==> config.mk <==
export PLATFORM = sky130hd
export DESIGN_NAME = id_ex_hazard_pipe
export DESIGN_NICKNAME = d
export VERILOG_FILES = /design/src/rtl/id_ex_hazard_pipe.sv
export SDC_FILE = /design/constraint.sdc
export NUM_CORES = 1
export LEC_CHECK = 0
export ABC_AREA = 1
export CAP_MARGIN = 40
export CORE_MARGIN = 3
export CORE_UTILIZATION = 40
export DETAILED_ROUTE_END_ITERATION = 8
export HOLD_SLACK_MARGIN = 0.03
export PLACE_DENSITY = 0.72
export SYNTH_ARGS = -nofsm -noshare
export SYNTH_HDL_FRONTEND = slang
export SYNTH_SLANG_ARGS = --single-unit
export TNS_END_PERCENT = 5
==> constraint.sdc <==
create_clock -name clk -period 12.4 [get_ports clk]
set_input_delay 2.48 -clock clk [delete_from_list [all_inputs] [get_ports clk]]
set_output_delay 2.48 -clock clk [all_outputs]
set_load 0.005 [all_outputs]
==> src/rtl/id_ex_hazard_pipe.sv <==
// ID/EX pipeline register with load-use hazard detection, one-bubble stall insertion,
// EX-resolved flush, and saturating stall/flush event counters.
module id_ex_hazard_pipe #(
  parameter int XLEN  = 32,
  parameter int CNT_W = 32
) (
  input  logic             clk,
  input  logic             rst,
  input  logic             id_valid,
  input  logic             RegWrite,
  input  logic             MemWrite,
  input  logic             MemRead,
  input  logic             ALUSrc,
  input  logic [5:0]       EXTOp,
  input  logic [4:0]       ALUOp,
  input  logic [4:0]       NPCOp,
  input  logic [1:0]       WDSel,
  input  logic [XLEN-1:0]  id_pc,
  input  logic [XLEN-1:0]  id_rd1,
  input  logic [XLEN-1:0]  id_rd2,
  input  logic [XLEN-1:0]  id_imm,
  input  logic [4:0]       id_rs1,
  input  logic [4:0]       id_rs2,
  input  logic [4:0]       id_rd,
  input  logic             id_use_rs1,
  input  logic             id_use_rs2,
  input  logic             ex_flush,
  output logic             ex_valid,
  output logic             ex_RegWrite,
  output logic             ex_MemWrite,
  output logic             ex_MemRead,
  output logic             ex_ALUSrc,
  output logic [5:0]       ex_EXTOp,
  output logic [4:0]       ex_ALUOp,
  output logic [4:0]       ex_NPCOp,
  output logic [1:0]       ex_WDSel,
  output logic [XLEN-1:0]  ex_pc,
  output logic [XLEN-1:0]  ex_rd1,
  output logic [XLEN-1:0]  ex_rd2,
  output logic [XLEN-1:0]  ex_imm,
  output logic [4:0]       ex_rs1,
  output logic [4:0]       ex_rs2,
  output logic [4:0]       ex_rd,
  output logic             stall,
  output logic [CNT_W-1:0] stall_cnt,
  output logic [CNT_W-1:0] flush_cnt
);

  typedef enum logic [1:0] {ACT_LOAD, ACT_BUBBLE, ACT_FLUSH} act_e;

  function automatic logic [CNT_W-1:0] sat_inc(input logic [CNT_W-1:0] v);
    return (&v) ? v : v + {{(CNT_W-1){1'b0}}, 1'b1};
  endfunction

  logic             valid_q, valid_d, regw_q, regw_d, memw_q, memw_d;
  logic             memr_q, memr_d, alusrc_q, alusrc_d;
  logic [5:0]       extop_q, extop_d;
  logic [4:0]       aluop_q, aluop_d, npcop_q, npcop_d;
  logic [1:0]       wdsel_q, wdsel_d;
  logic [XLEN-1:0]  pc_q, pc_d, rd1_q, rd1_d, rd2_q, rd2_d, imm_q, imm_d;
  logic [4:0]       rs1_q, rs1_d, rs2_q, rs2_d, rd_q, rd_d;
  logic [CNT_W-1:0] scnt_q, scnt_d, fcnt_q, fcnt_d;
  logic             hazard;
  act_e             act;

  // A load in EX whose destination is an operand actually read by ID cannot forward in time.
  assign hazard = valid_q & memr_q & (rd_q != 5'd0) & id_valid &
                  ((id_use_rs1 & (id_rs1 == rd_q)) | (id_use_rs2 & (id_rs2 == rd_q)));
  assign stall  = hazard & ~ex_flush;

  always_comb begin
    act = ACT_LOAD;
    if (ex_flush)   act = ACT_FLUSH;
    else if (stall) act = ACT_BUBBLE;
  end

  always_comb begin
    valid_d = valid_q;  regw_d  = regw_q;  memw_d  = memw_q;  memr_d  = memr_q;
    alusrc_d = alusrc_q; extop_d = extop_q; aluop_d = aluop_q; npcop_d = npcop_q;
    wdsel_d = wdsel_q;  pc_d    = pc_q;    rd1_d   = rd1_q;   rd2_d   = rd2_q;
    imm_d   = imm_q;    rs1_d   = rs1_q;   rs2_d   = rs2_q;   rd_d    = rd_q;
    scnt_d  = scnt_q;   fcnt_d  = fcnt_q;
    case (act)
      ACT_FLUSH, ACT_BUBBLE: begin
        valid_d = 1'b0; regw_d = 1'b0; memw_d = 1'b0; memr_d = 1'b0; alusrc_d = 1'b0;
        extop_d = '0;   aluop_d = '0;  npcop_d = '0;  wdsel_d = '0;  rd_d = '0;
        if (act == ACT_FLUSH) fcnt_d = sat_inc(fcnt_q);
        else                  scnt_d = sat_inc(scnt_q);
      end
      default: begin
        // Invalid slots never carry live control, whatever the decoder produced.
        valid_d  = id_valid;
        regw_d   = id_valid & RegWrite;
        memw_d   = id_valid & MemWrite;
        memr_d   = id_valid & MemRead;
        alusrc_d = id_valid & ALUSrc;
        extop_d  = id_valid ? EXTOp : '0;
        aluop_d  = id_valid ? ALUOp : '0;
        npcop_d  = id_valid ? NPCOp : '0;
        wdsel_d  = id_valid ? WDSel : '0;
        pc_d  = id_pc;  rd1_d = id_rd1; rd2_d = id_rd2; imm_d = id_imm;
        rs1_d = id_rs1; rs2_d = id_rs2; rd_d  = id_rd;
      end
    endcase
  end

  always_ff @(posedge clk or posedge rst) begin
    if (rst) begin
      valid_q <= 1'b0; regw_q <= 1'b0; memw_q <= 1'b0; memr_q <= 1'b0; alusrc_q <= 1'b0;
      extop_q <= '0; aluop_q <= '0; npcop_q <= '0; wdsel_q <= '0;
      pc_q <= '0; rd1_q <= '0; rd2_q <= '0; imm_q <= '0;
      rs1_q <= '0; rs2_q <= '0; rd_q <= '0;
      scnt_q <= '0; fcnt_q <= '0;
    end else begin
      valid_q <= valid_d; regw_q <= regw_d; memw_q <= memw_d; memr_q <= memr_d;
      alusrc_q <= alusrc_d; extop_q <= extop_d; aluop_q <= aluop_d; npcop_q <= npcop_d;
      wdsel_q <= wdsel_d; pc_q <= pc_d; rd1_q <= rd1_d; rd2_q <= rd2_d; imm_q <= imm_d;
      rs1_q <= rs1_d; rs2_q <= rs2_d; rd_q <= rd_d;
      scnt_q <= scnt_d; fcnt_q <= fcnt_d;
    end
  end

  assign ex_valid    = valid_q;
  assign ex_RegWrite = regw_q;
  assign ex_MemWrite = memw_q;
  assign ex_MemRead  = memr_q;
  assign ex_ALUSrc   = alusrc_q;
  assign ex_EXTOp    = extop_q;
  assign ex_ALUOp    = aluop_q;
  assign ex_NPCOp    = npcop_q;
  assign ex_WDSel    = wdsel_q;
  assign ex_pc       = pc_q;
  assign ex_rd1      = rd1_q;
  assign ex_rd2      = rd2_q;
  assign ex_imm      = imm_q;
  assign ex_rs1      = rs1_q;
  assign ex_rs2      = rs2_q;
  assign ex_rd       = rd_q;
  assign stall_cnt   = scnt_q;
  assign flush_cnt   = fcnt_q;

endmodule
-- Word level (Yosys, flattened, before mapping)
Index checks and enable logic that the tools add are counted.
W data, S select, Z words.
- register bits after elaboration: 230
- bits in latches: 0
- RAM bits: 0
- ROM bits: 0
- output and inout port bits: 231
- memories: 0
- add/subtract/negate cells: 2
- $mul: 0
- div/mod/pow operators: 0
- order comparisons: 0
- equal/unequal tests: 4
- shift operators: 0
- muxes and demuxes: 16
- bitwise logic cells: 16
- reduce and logical (&&, ||, !) cells: 6
- operators by type and width (cell ; count):
    $add A32 B1 Y32 const B ; 2
    $reduce_and A32 Y1 ; 2
    $mux W5 ; 5
    $mux W6 ; 2
    $and A1 B1 Y1 ; 11
    $eq A5 B5 Y1 ; 2
    $mux W1 ; 6
    $mux W2 ; 3
    $reduce_and A3 Y1 ; 2
    $reduce_bool A5 Y1 ; 1
    $not A1 Y1 ; 4
    $eq A2 B1 Y1 const B ; 1
    $eq A2 B2 Y1 const B ; 1
    $reduce_or A2 Y1 ; 1
    $or A1 B1 Y1 ; 1

-- Depth between registers and ports, before layout
- word-level depth: 10
- depth in mapped cells: 12
- mapped depth without buffers: 10

-- Worst setup path after synthesis
OpenSTA, ideal clock, no wires.
- path kind: input to output
- from: input id_rs2[2]
- to: output stall
- data arrival time: 3.256 ns
- setup slack: 6.664 ns
- stages: 9
- cells stage by stage: inv_1 -> nand2_1 -> nand2_1 -> nor2_1 -> nand3_1 -> nand2_1 -> nand2_2 -> clkbuf_1 -> nor2_1
- cells in the longest elaborated chain, start to end: 5
- RTL lines (item ; line ; source):
    start, declared ; 23 ; input logic [4:0] id_rs2,
    $eq A5 B5 Y1 ; 68 ; ((id_use_rs1 & (id_rs1 == rd_q)) | (id_use_rs2 & (id_rs2 == rd_q)));
    $and A1 B1 Y1 ; 68 ;
    $or A1 B1 Y1 ; 68 ;
    $and A1 B1 Y1 ; 67 ; assign hazard = valid_q & memr_q & (rd_q != 5'd0) & id_valid &
    $and A1 B1 Y1 ; 69 ; assign stall = hazard & ~ex_flush;
    end, declared ; 44 ; output logic stall,
Every way passes these cells.

-- Worst setup path after layout
- from: input id_valid
- to: output stall
- cells in the longest elaborated chain, start to end: 3
- RTL lines (item ; line ; source):
    start, declared ; 9 ; input logic id_valid,
    $and A1 B1 Y1 (2 in a row) ; 67 ;
    $and A1 B1 Y1 ; 69 ;
Every way passes these cells.

==> summary.txt <==
Fin. Hold Viols = 0
#FFs+latches synth = 230
syn avg cell area = 7.78 sq um
Min Clock Period, post-route = 7.52 ns
share of the clock period used by the worst path = 60.6%
Setup TNS = 0 ns
GRT overflow = 0
IO buf count = 401
YS warnings = 0
Root Driver = clkbuf_16
first-pass detailed-route iteration total = 6
switch share = 28.8%
# hold bufs at CTS = 0
Worst setup SP type = input pin
Routed WL per cell = 17.7 microns
leading area contributor after synthesis = dfrtp_1
Resized cells post-CTS = 0
setup bufs post-CTS = 0
HPWL after DPL = 27500 microns
internal power contribution = 1.57 mW
Worst EP arrival = 5.04 ns
GRT Resource Usage Total = 25.2%
Hold Slack = 0.467 ns
clock buffer depth = 3
most frequent CP cell = clkdlybuf4s50_1
Crit path largest cell delay = 0.97 ns
post-synth top area share = 53.0%
most common cell after layout, fill and taps aside = nand2_1
syn nets = 1569
ANT nets after route = 0
dpl cells = 2078
Layout Nets = 1944
ranking of synthesized cells by area = dfrtp_1 53%, nand2_1 22%, nand3_1 8.2%
Switch Pwr = 0.635 mW
count of cell types in the netlist = 28
max_cap viols = 0
cell family with most CP delay = buffers and inverters
layout cells sized above 1 = 4.24%
first-pass GRT wire length = 58000 microns
commonest non-fill, non-tap cells in the layout = 632 x nand2_1, 401 x clkdlybuf4s50_1, 230 x dfrtp_1, 178 x nand3_1, 125 x nor2_1
DR vias/cell = 4.93
Starting Density = 41.2%
die width = 171 microns
Syn-to-layout area delta = 47.1%
Util after Layout = 60.7%
max-slew violations = 0
Leak Pwr = 7.61 nW
RSZ-0062 raised after global routing = no
Cells after Synth = 1396
Setup Slack @ Placement = 4.83 ns
Vert. Die Dim = 171 microns
H-tree depth = 1
detailed router's first-iteration violation count = 813
Finished Layout Cells = 2131
crit-path max FO = 62
power share of the sequential group = 40.3%
Comb power frac = 23.1%
Pwr Density = 138 nW/um^2
core area = 26400 sq um
total die area = 29200 sq um
worst-path cell chain = clkdlybuf4s50_1 > nand3_1 > o21bai_1 > inv_2 > nand2_4 > nor2_1 > clkdlybuf4s50_1
TritonCTS Buffers = 26
CP required = 9.92 ns
maximum vdd drop = 116 uV
Hold/Removal Path Class = reg2reg
Reg clk slew, reported paths = 0.06 ns
Final Skew = 0.0158 ns
Netlist Area Pre-Place = 10900 sq um
Max Freq = 133 MHz
Clk pwr share = 36.6%
vias in the first global route = 10.3k
DR DRC count = 0
Final setup viols = 0
Clock Sinks = 230
gpl congestion = 0.946
initial antenna violation count = 5
Std-Cell Rows = 59
Clock Latency Late Sink = 0.53 ns
Setup crit end kind = output pin
largest net degree at the start of global routing = 109
IO Count = 402
crit path kind = in2out
slack of the critical path = 4.88 ns
WP buf/inv = 3
measured slew at the worst slew-check pin = 0.805 ns
status = finished clean
via count = 10.5k
CP max-delay cell = clkdlybuf4s50_1
register area share after synthesis = 53.0%
CTS tree = built
slew margin rel. = 46.3%
Routed WL = 37700 microns
worst paths after layout:
kind                       startpoint      endpoint  slack, ns  depth (start not counted)
setup / recovery             id_valid         stall       4.88                          7
hold / removal             ex_rd2[30]    ex_rd2[30]       0.47                          2
setup reg to reg             ex_rd[0]  stall_cnt[0]       9.13                         12
hold reg to reg            ex_rd2[30]    ex_rd2[30]       0.47                          2
max in group asynchronous         rst     ex_pc[13]       8.62                          3
min in group asynchronous         rst     ex_pc[30]       2.51                          2
logic make-up after synthesis:
| family | count (synthesis) | share of synthesized area, % |
|---|---|---|
| adder cells (fa/ha/maj) | 2 | 0.230 |
| buffers and inverters | 126 | 5.84 |
| AND/OR/NAND/NOR | 981 | 37.3 |
| XOR/XNOR | 28 | 2.26 |
| flip-flops | 230 | 53.0 |
| AO/OA/AOI/OAI | 29 | 1.36 |
flip-flops by register name, summed over array words and instances, names as in the netlist, 2 cells and up:
| name | flops |
|---|---|
| flush_cnt | 32 |
| ex_rs2 | 5 |
| ex_ALUOp | 5 |
| ex_rs1 | 5 |
| ex_imm | 32 |
| ex_rd2 | 32 |
| ex_NPCOp | 5 |
| ex_EXTOp | 6 |
| ex_pc | 32 |
| stall_cnt | 32 |
| ex_rd1 | 32 |
| ex_rd | 5 |
| ex_WDSel | 2 |
worst min-delay path: stages, from the launching register on:
cell and delay [ns]:
dfrtp_1 0.34, nand2_1 0.05, nand2_1 0.05
layout make-up:
type	instances	area [sq um]
clock buffer	41	817
fill	2345	10400
inverter	62	243
sequential	230	5760
tap	335	419
antenna	5	12.5
multi-input combinational	1040	4490
timing repair buffer	411	4150
clock inverter	7	96.3
power groups by stage:
stage,registers (mW),logic (mW),clock network (mW)
CTS,0.887,0.512,0.823
global route,0.897,0.562,0.859
global placement,0.896,0.498,0
floorplan,0.892,0.239,0
finish,0.887,0.509,0.807
detailed placement,0.898,0.509,0
routing by layer:
layer  vias to the layer above  share of wire (%)  GRT usage [%]
li1                       5132                  -              -
met1                      4934                 41           32.8
met2                       379                 48           40.5
met3                        59                8.6           7.79
met4                         0                2.9           7.63
met5                         -                  0              0
through the flow:
| step | total power, mW | area, sq um |
|---|---|---|
| final | 2.20 | 16000 |
| after global routing | 2.32 | 16000 |
| after CTS | 2.22 | 16000 |
| after detailed placement | 1.41 | 15100 |
| after global placement | 1.39 | 15000 |
| after floorplan | 1.13 | 10900 |
synthesized netlist by cell type (all sizes together):
cell type and count:
nor3 12, xnor2 7, buf 57, nand3b 22, clkbuf 7, o21bai 1
nand4 3, ha 2, nand2 636, dfrtp 230, xor2 21, a21oi 1
nor2 129, inv 62, o21ai 27, nand3 179
Note: power is estimated with default switching activity, not from simulation.
